<file path="config.mk">
export PLATFORM = sky130hd
export DESIGN_NAME = jk_register_bank
export DESIGN_NICKNAME = d
export VERILOG_FILES = /design/src/rtl/jk_register_bank.sv
export SDC_FILE = /design/constraint.sdc
export NUM_CORES = 1
export LEC_CHECK = 0
export CORE_MARGIN = 1
export CORE_UTILIZATION = 35
export CTS_BUF_LIST = sky130_fd_sc_hd__clkbuf_8
export DETAILED_ROUTE_END_ITERATION = 8
export DONT_BUFFER_PORTS = 1
export GPL_ROUTABILITY_DRIVEN = 0
export GPL_TIMING_DRIVEN = 1
export SLEW_MARGIN = 10
export SYNTH_ARGS = -nofsm -noshare
export SYNTH_HDL_FRONTEND = slang
export SYNTH_SLANG_ARGS = --single-unit
</file>
<file path="constraint.sdc">
create_clock -name clk -period 2.01 [get_ports clk]
set_input_delay 0.201 -clock clk [delete_from_list [all_inputs] [get_ports clk]]
set_output_delay 0.201 -clock clk [all_outputs]
set_load 0.05 [all_outputs]
</file>
<file path="src/rtl/jk_register_bank.sv">
// Bank of WIDTH JK flip-flops with whole-word LOAD, up/down COUNT and SHIFT modes.
// Q/Qbar are registered as a complementary pair; tc is combinational for cascading.
module jk_register_bank #(
    parameter int unsigned      WIDTH       = 8,
    parameter logic [WIDTH-1:0] RESET_VALUE = {WIDTH{1'b0}}
) (
    input  logic             clk,
    input  logic             reset,
    input  logic             en,
    input  logic [1:0]       mode,
    input  logic [WIDTH-1:0] J,
    input  logic [WIDTH-1:0] K,
    input  logic [WIDTH-1:0] D,
    input  logic             up,
    input  logic             sin,
    output logic [WIDTH-1:0] Q,
    output logic [WIDTH-1:0] Qbar,
    output logic             tc,
    output logic             changed
);

    localparam logic [1:0] MODE_JK    = 2'b00;
    localparam logic [1:0] MODE_LOAD  = 2'b01;
    localparam logic [1:0] MODE_COUNT = 2'b10;
    localparam logic [1:0] MODE_SHIFT = 2'b11;

    logic [WIDTH-1:0] r_q;
    logic [WIDTH-1:0] r_qbar;
    logic             r_changed;

    logic [WIDTH-1:0] w_jk_next;
    logic [WIDTH-1:0] w_toggle;
    logic [WIDTH-1:0] w_q_next;

    always_comb begin
        w_jk_next = r_q;
        for (int i = 0; i < int'(WIDTH); i++) begin
            unique case ({J[i], K[i]})
                2'b00:   w_jk_next[i] = r_q[i];
                2'b01:   w_jk_next[i] = 1'b0;
                2'b10:   w_jk_next[i] = 1'b1;
                default: w_jk_next[i] = ~r_q[i];
            endcase
        end
    end

    // Ripple toggle chain: bit i toggles when all lower bits are ones (up) or zeros (down).
    always_comb begin
        logic w_run;
        w_toggle = '0;
        w_run    = 1'b1;
        for (int i = 0; i < int'(WIDTH); i++) begin
            w_toggle[i] = w_run;
            w_run       = w_run & (up ? r_q[i] : ~r_q[i]);
        end
    end

    always_comb begin
        w_q_next = r_q;
        unique case (mode)
            MODE_JK:    w_q_next = w_jk_next;
            MODE_LOAD:  w_q_next = D;
            MODE_COUNT: w_q_next = r_q ^ w_toggle;
            MODE_SHIFT: w_q_next = {r_q[WIDTH-2:0], sin};
            default:    w_q_next = r_q;
        endcase
    end

    always_ff @(posedge clk) begin
        if (reset) begin
            r_q       <= RESET_VALUE;
            r_qbar    <= ~RESET_VALUE;
            r_changed <= 1'b0;
        end else if (!en) begin
            r_changed <= 1'b0;
        end else begin
            r_q       <= w_q_next;
            r_qbar    <= ~w_q_next;
            r_changed <= (w_q_next != r_q);
        end
    end

    assign tc      = en & (mode == MODE_COUNT) & (up ? (&r_q) : ~(|r_q));
    assign Q       = r_q;
    assign Qbar    = r_qbar;
    assign changed = r_changed;

endmodule
</file>
==> results of run 1 <==
## how the worst max path moves through the flow
stage	start	end	slack, ns	cells past startpoint
after global routing	Q[4]	tc	-0.02	4
after global placement	Q[0]	Qbar[3]	0.22	6
after CTS	Q[5]	tc	0.02	4
final	Q[4]	tc	0.01	4
after detailed placement	Q[0]	Q[3]	0.24	6
after floorplan	Q[2]	tc	0.003	5
## timing repair
item,4_1_cts,5_1_grt
resized for setup,1,6
hold buffers,0,0
setup buffers,0,4
endpoints found under the setup margin,1,1
pin swaps,1,2
## cell usage in the layout (no fill, tap or decap), types with 3 or more instances in the layout
master / count
nand4_1: 4
o211ai_1: 3
nand2_1: 17
xnor2_1: 4
and2_1: 3
clkbuf_8: 3
nor3_1: 8
inv_1: 10
dfxtp_2: 4
nand2b_1: 3
o21a_1: 7
dfxtp_1: 10
a211oi_1: 5
o21ai_1: 6
buf_4: 15
o21ai_0: 15
a21oi_1: 8
dfxtp_4: 3
a311oi_1: 3
mux2i_1: 4
nor2_1: 19
o22ai_1: 3
and3_1: 5
nand3_1: 3
## final cells by class
type                    count  share of cell area
inverters                  10              0.0218
well taps                  50              0.0363
flip-flops and latches     17               0.207
clock buffers               3              0.0240
repair buffers             16              0.0770
multi-input cells         161               0.632
clock inverters             1             0.00218
## kinds of logic (layout without fill, tap and decap cells)
family,count (synthesis),count (layout),share of synthesized area
mux,8,8,0.0645
simple gates,74,74,0.239
compound gates,74,74,0.348
buf+inv,29,30,0.101
xor+xnor,5,5,0.0282
flops,17,17,0.219
## worst max-delay path: cells and delay by family (launching register included)
family	cells	cell delay (ns)
simple gates	2	0.73
flops	1	0.37
compound gates	1	0.27
buf+inv	1	0.17
## layer usage
metal	vias to the layer above	global-route usage
met5	-	0
met4	0	0.0625
met1	700	0.264
li1	764	-
met3	4	0.0395
met2	42	0.270
## power groups by stage
stage	logic (mW)	registers (mW)	clock network (mW)
CTS	0.333	0.453	0.264
global route	0.388	0.457	0.280
finish	0.352	0.453	0.259
floorplan	0.272	0.492	0
global placement	0.330	0.461	0
detailed placement	0.331	0.461	0
## flip-flops by register name (all words and copies together) (netlist names)
name     count
Qbar         8
changed      1
Q            8
==> flow_summary.yaml, run 1 <==
placed_design:
  dp_cells: 250
  io_buffers: 0
  dpl.hpwl_um: 3060
  dp_worst_setup_slack_ns: 0.242
  place_area_sq_um: 1620
routing:
  wl_met3_um: 286
  drt_pass1_iterations: 4
  drcViolationCount: 0
  routedWlPerCell_um: 16.5
  routed_wl_um: 4260
  met2_length_um: 1930
  drt_iter0_drc: 107
  wl_met1_um: 2000
  ant_nets: 0
  num_vias: 1510
  viasPerCell: 5.85
  routed.top_layer: "met4"
die:
  core_area_sq_um: 4120
  die_w_um: 68.6
  initial_core_util: 0.377
  ioPinCount: 49
  die_y_um: 68.6
  num_rows: 23
  die_area_sq_um: 4710
sta:
  grt_setup_unrepaired: "yes"
  slew_viol_final: 0
  setup_ws_ns: 0.0114
  finalHoldViolCount: 0
  finalSetupTns_ns: 0
  fmax_ghz: 0.500
  min_period_ns: 2.00
  finClkSkew_ns: 0.00129
  maxSlewHeadroom: 0.651
  setup_violations: 0
  min_period_over_period: 0.994
  tightest_slew_ns: 0.523
  fin_hold_ws_ns: 0.00851
worst_setup_path:
  cp-start-kind: "register"
  critical_path.max_fanout: 7
  worstReg2RegStart: "Q[1]"
  worstSetupPathType: "register to output port"
  worst-r2r-cell-count: 6
  crit_arrival_ns: 1.80
  critPathCaptureType: "output port"
  crit_chain: "or3_4, or3_4, a211oi_4, buf_12"
  cpMostUsedCell: "or3_4"
  r2r-end: "changed"
  slowest_stage: "or3_4"
  cp.required_ns: 1.81
  r2r_setup_slack_ns: 0.22
  cp_slowest_stage_delay_ns: 0.39
synth:
  syn_avg_cell_area_sq_um: 7.50
  yosys.area.top_type: "dfxtp_1"
  synthArstFlopShare: 0
  yosysMostFrequentCell: "nor2_1"
  ys_ff_latch: 17
  ys.flop_type: "dfxtp_1"
  synth_area_leaders: "dfxtp_1 (22%), nor2_1 (4.8%), o21ai_0 (4.8%), nand2_1 (4.1%), o21a_1 (3.4%)"
  yosysWarnings: 0
  synth_fp_nets: 238
  syn-instance-count: 207
  synth_cell_types: 55
  netlist_area_sq_um: 1550
  synth-edff-count: 0
  ys_seq_area_frac: 0.219
  synth_commonest_cells: "nor2_1 (20), dfxtp_1 (17), nand2_1 (17)"
  synth_top_area_frac: 0.219
hold_path:
  hold_depth: 1
  hold_class: "primary input to register"
  min-delay-start: "reset"
  min_to: "Q[5]"
cts:
  cts_made_buffers: 3
  cts_buffer_depth: 2
  cts.htree.levels: 1
  clock-sinks: 17
  cts_tree: "yes"
  clock-root-buffer: "clkbuf_8"
  clkLatencyLatePin_ns: 0.25
  clk_pin_slew_ns: 0.07
pwr:
  power_switching_uw: 403
  power_density_nw_per_um2: 618
  total_power_mw: 1.06
  seq_power_share: 0.426
  combPwrFrac: 0.331
  leakage_nw: 0.660
  intPower_uw: 660
  p_clk_frac: 0.243
  peakVddDrop_uv: 219
  switching_share: 0.379
outcome:
  status: "finished, final reports clean"
job:
  drv_cap: 0
cells_and_area:
  multiInputGateArea_sq_um: 1090
  utilization: 0.418
  stdcell_area_sq_um: 1720
  drive_gt1_frac: 0.212
  syn_to_final_growth_pct: 10.9
  regArea_sq_um: 357
  diodes: 0
  layout.nets: 240
  fillers: 446
  instances_no_fill: 258
global_routing:
  grt_pass1_vias: 1284
  grt-ovfl-total: 0
  grt_pass1_wl_um: 6420
  antenna_found_initial: 0
  grt.total_usage: 0.185
  grt_max_degree: 38
No activity file was read; power rests on OpenSTA's default activity.
==> run 2, diff against run 1 <==
CORE_UTILIZATION = 65   (was 35)
PLACE_DENSITY = 0.81   (was not set)
clock period = 2 ns   (was 2.01 ns; I/O delays follow)
==> run 2 against run 1 <==
Against the previous run:
- the flow now finishes with violations (negative setup slack)
- highest routed layer unchanged
- first-iteration DRC count down 21%
- clock-buffer cell count unchanged
- final area down 0.87%
- sequential share of layout area about the same
- combinational power up 2%
- clock power down 3%
- core utilization up 35 points
- worst setup slack worse by 0.016 ns
==> flow_summary.yaml, run 2 (synthesized netlist as in run 1, its figures left out) <==
worst_setup_path:
  slowest_stage: "dfxtp_4"
  critical_path.max_fanout: 10
  cp.required_ns: 1.80
  cp_slowest_stage_delay_ns: 0.38
  critPathBufInv: 1
  r2r_setup_slack_ns: 0.16
  crit_chain: "or3_4, or3_4, a211oi_4, buf_12"
  critPathCaptureType: "output port"
  crit_arrival_ns: 1.80
  crit_family: "simple AND/OR/NAND/NOR gates"
  worst-r2r-cell-count: 6
  worstReg2RegStart: "Q[0]"
  cpMostUsedCell: "or3_4"
  r2r-end: "Qbar[3]"
  worstSetupPathType: "register to output port"
  cp-start-kind: "register"
cts:
  cts_tree: "yes"
  cts_made_buffers: 3
  clock-root-buffer: "clkbuf_8"
  clkLatencyLatePin_ns: 0.25
  cts.htree.levels: 1
  clk_pin_slew_ns: 0.06
  cts_buffer_depth: 2
  holdBufCountCts: 0
  clock-sinks: 17
die:
  initial_core_util: 0.695
  ioPinCount: 49
  die_w_um: 50.9
  num_rows: 17
  core_area_sq_um: 2230
  die_area_sq_um: 2590
  die_y_um: 50.9
global_routing:
  grt_pass1_wl_um: 6230
  grt_pass1_vias: 1343
  grt_max_degree: 38
  grt-ovfl-total: 0
  antenna_found_initial: 0
  grt.total_usage: 0.318
cells_and_area:
  stdcell_area_sq_um: 1710
  final_cell_mix: "nor2_1 (19), nand2_1 (17), buf_4 (16)"
  syn_to_final_growth_pct: 9.91
  diodes: 0
  layout.nets: 241
  final_common_cell: "nor2_1"
  drive_gt1_frac: 0.225
hold_path:
  min_to: "Q[5]"
  min-delay-start: "reset"
  hold_depth: 1
  hold_class: "primary input to register"
sta:
  fmax_ghz: 0.499
  finClkSkew_ns: 0.00124
  finalSetupTns_ns: -0.00485
  grt_setup_unrepaired: "yes"
  slew_viol_final: 0
  fin_hold_ws_ns: 0.00936
  min_period_over_period: 1.00
  finalHoldViolCount: 0
  min_period_ns: 2.00
  setup_violations: 1
  setup_ws_ns: -0.00485
  tightest_slew_ns: 0.509
  maxSlewHeadroom: 0.660
routing:
  drt_pass1_iterations: 4
  routed_wl_um: 4020
  routedWlPerCell_um: 16.9
  num_vias: 1620
  drcViolationCount: 0
  viasPerCell: 6.84
  drt_iter0_drc: 85
  ant_nets: 0
placed_design:
  io_buffers: 0
  dpl.hpwl_um: 2840
  place_area_sq_um: 1590
pwr:
  power_density_nw_per_um2: 627
  peakVddDrop_uv: 745
  leakage_nw: 0.665
outcome:
  status: "finished, violations left"
  violations: "negative setup slack"
job:
  drv_cap: 0
## run 2: cell types whose count changed in the layout (fill, tap and decap cells not counted), sizes merged
cell    delta
buf        +1
inv        -1
clkinv     +1
## run 2: area by class of cell
| type | count | area (sq um) |
|---|---|---|
| clock buffers | 3 | 41.3 |
| multi-input cells | 161 | 1090 |
| flip-flops and latches | 17 | 354 |
| well taps | 28 | 35.0 |
| inverters | 10 | 37.5 |
| clock inverters | 1 | 5.00 |
| fillers | 164 | 527 |
| repair buffers | 17 | 140 |
## run 2: what timing repair did
item,in CTS,in global routing
hold endpoints to repair,0,0
setup buffers,0,6
gates resized for setup,3,3
endpoints found under the setup margin,1,3
pin swaps,1,2
## run 2: metrics by stage
stage	worst slack [ns]	power, mW	util	instances
after floorplan	0.0182	0.771	-	207
after global placement	0.198	0.786	0.713	227
after detailed placement	0.135	0.797	0.713	227
after CTS	0.00592	1.05	0.738	231
after global routing	-0.0426	1.12	0.764	237
final	-0.00485	1.07	0.764	237
## run 2: worst max path at each step
stage / slack, ns / to / startpoint / depth (start not counted)
4_1_cts: 0.006 / tc / Q[5] / 4
6_report: -0.005 / tc / Q[5] / 4
3_5_place_dp: 0.14 / Qbar[3] / Q[0] / 6
3_3_place_gp: 0.20 / Qbar[3] / Q[0] / 6
5_1_grt: -0.04 / tc / Q[4] / 4
2_1_floorplan: 0.02 / tc / Q[0] / 5
## run 2: metal layers
| metal | vias up | part of all wire | track usage |
|---|---|---|---|
| met4 | 0 | 0.011 | 0.116 |
| met2 | 93 | 0.46 | 0.482 |
| li1 | 772 | - | - |
| met5 | - | 0 | 0 |
| met3 | 5 | 0.11 | 0.0536 |
| met1 | 750 | 0.42 | 0.449 |
## run 2: power breakdown
part           internal, mW  switching [mW]
registers             0.369          0.0908
clock network         0.138           0.114
logic                 0.162           0.196
==> run 3, diff against run 2 <==
CORE_UTILIZATION = 50   (was 65)
PLACE_DENSITY = not set   (was 0.81)
clock period = 2.37 ns   (was 2 ns; I/O delays follow)
==> run 3 against run 2 <==
Against the previous run:
- the flow finishes with violations (design-rule violations)
- non-clock buffer count is 7 lower
- cell count is 1.7% lower
- sequential share of layout area is 0.55 points higher
- power is 18% lower
- clock power is 15% lower
- sequential power is 16% lower
- clock-buffer cell count stayed put
- register-to-register slack better by 0.26 ns
- final area is 6.4% lower
- worst setup slack better by 0.22 ns
- critical endpoint unchanged
- largest power group unchanged
- highest routed layer unchanged
==> flow_summary.yaml, run 3 (synthesized netlist as in run 1, its figures left out) <==
outcome:
  status: "finished, violations left"
  violations: "design-rule violations"
die:
  core_area_sq_um: 2850
  die_area_sq_um: 3330
  die_y_um: 57.7
  num_rows: 19
  die_w_um: 57.7
  initial_core_util: 0.544
  ioPinCount: 49
sta:
  finalHoldViolCount: 0
  min_period_ns: 2.15
  tightest_slew_ns: 0.545
  fin_hold_ws_ns: 0.0551
  fmax_ghz: 0.464
  setup_violations: 0
  min_period_over_period: 0.908
  finClkSkew_ns: 0.00519
  setup_ws_ns: 0.217
  finalSetupTns_ns: 0
  slew_viol_final: 0
  grt_setup_unrepaired: "no"
  maxSlewHeadroom: 0.636
cts:
  cts.htree.levels: 1
  post-cts-setup-buffers: 0
  clock-root-buffer: "clkbuf_8"
  clkLatencyLatePin_ns: 0.25
  holdBufCountCts: 0
  cts_made_buffers: 3
  cts_buffer_depth: 2
  clock-sinks: 17
  cts_tree: "yes"
  cts_resized: 0
  clk_pin_slew_ns: 0.07
cells_and_area:
  syn_to_final_growth_pct: 2.90
  regArea_sq_um: 340
  layout.nets: 234
  multiInputGateArea_sq_um: 1060
  final_common_cell: "nor2_1"
  fillers: 291
  final_cell_mix: "nor2_1 (20), dfxtp_1 (17), nand2_1 (17)"
  drive_gt1_frac: 0.139
  diodes: 0
pwr:
  peakVddDrop_uv: 372
  power_density_nw_per_um2: 548
  leakage_nw: 0.621
job:
  drv_cap: 0
worst_setup_path:
  cp-start-kind: "register"
  crit_arrival_ns: 1.92
  cp.required_ns: 2.13
  critPathCaptureType: "output port"
  critical_path.max_fanout: 11
  worstSetupPathType: "register to output port"
routing:
  viasPerCell: 6.62
  routedWlPerCell_um: 17.2
  drcViolationCount: 1
  num_vias: 1542
  routed_wl_um: 4010
  ant_nets: 0
  drt_iter0_drc: 109
  drt_pass1_iterations: 6
placed_design:
  dp_worst_setup_slack_ns: 0.430
  dpl.hpwl_um: 3030
  io_buffers: 0
global_routing:
  grt-ovfl-total: 0
  grt_max_degree: 38
  grt.total_usage: 0.259
  grt_pass1_vias: 1460
  grt_pass1_wl_um: 6710
  antenna_found_initial: 0
hold_path:
  hold_class: "primary input to register"
run 3: changes by cell type in the layout (fill, tap and decap cells not counted), sizes merged:
cell    delta
buf        -7
clkinv     -1
inv        +1
run 3: layout make-up:
type / count / area share
sequential: 17 / 0.213
clock inverter: 1 / 0.00235
tap: 31 / 0.0243
timing repair buffer: 10 / 0.0470
inverter: 10 / 0.0235
multi-input combinational: 161 / 0.664
clock buffer: 3 / 0.0258
run 3: stage by stage:
step	instance area, sq um	std cells	power, mW	util
6_report	1600	233	0.876	0.560
3_3_place_gp	1550	229	0.659	0.544
3_5_place_dp	1550	229	0.666	0.544
5_1_grt	1600	233	0.922	0.560
2_1_floorplan	1560	207	0.645	-
4_1_cts	1600	233	0.876	0.560
run 3: path summary, 6_finish.rpt:
kind              depth (start not counted)       to  slack (ns)  startpoint
setup / recovery                          6       tc        0.22        Q[1]
hold / removal                            1     Q[3]        0.06       reset
hold reg to reg                           2     Q[3]        0.63        Q[3]
setup reg to reg                          7  Qbar[3]        0.42        Q[1]
run 3: report_power, final:
group	leakage, nW	switching, mW	internal [mW]	total (mW)
logic	0.452	0.153	0.120	0.273
clock network	0.0269	0.101	0.115	0.215
registers	0.142	0.0780	0.309	0.387
total	0.621	0.332	0.544	0.876
run 3: worst max-delay path, cell delays in order (launching register included):
cell	delay [ns]
dfxtp_1	0.34
buf_4	0.19
nor2_1	0.22
nand2_1	0.09
or3_1	0.38
a211oi_2	0.21
buf_4	0.23
run 3: per-layer routing:
metal  GRT usage  vias up  wire [um]
met2       0.404       63       1770
met4      0.0816        0         45
met3      0.0536        6        399
li1            -      762          -
met1       0.362      711       1790
met5           0        -          0
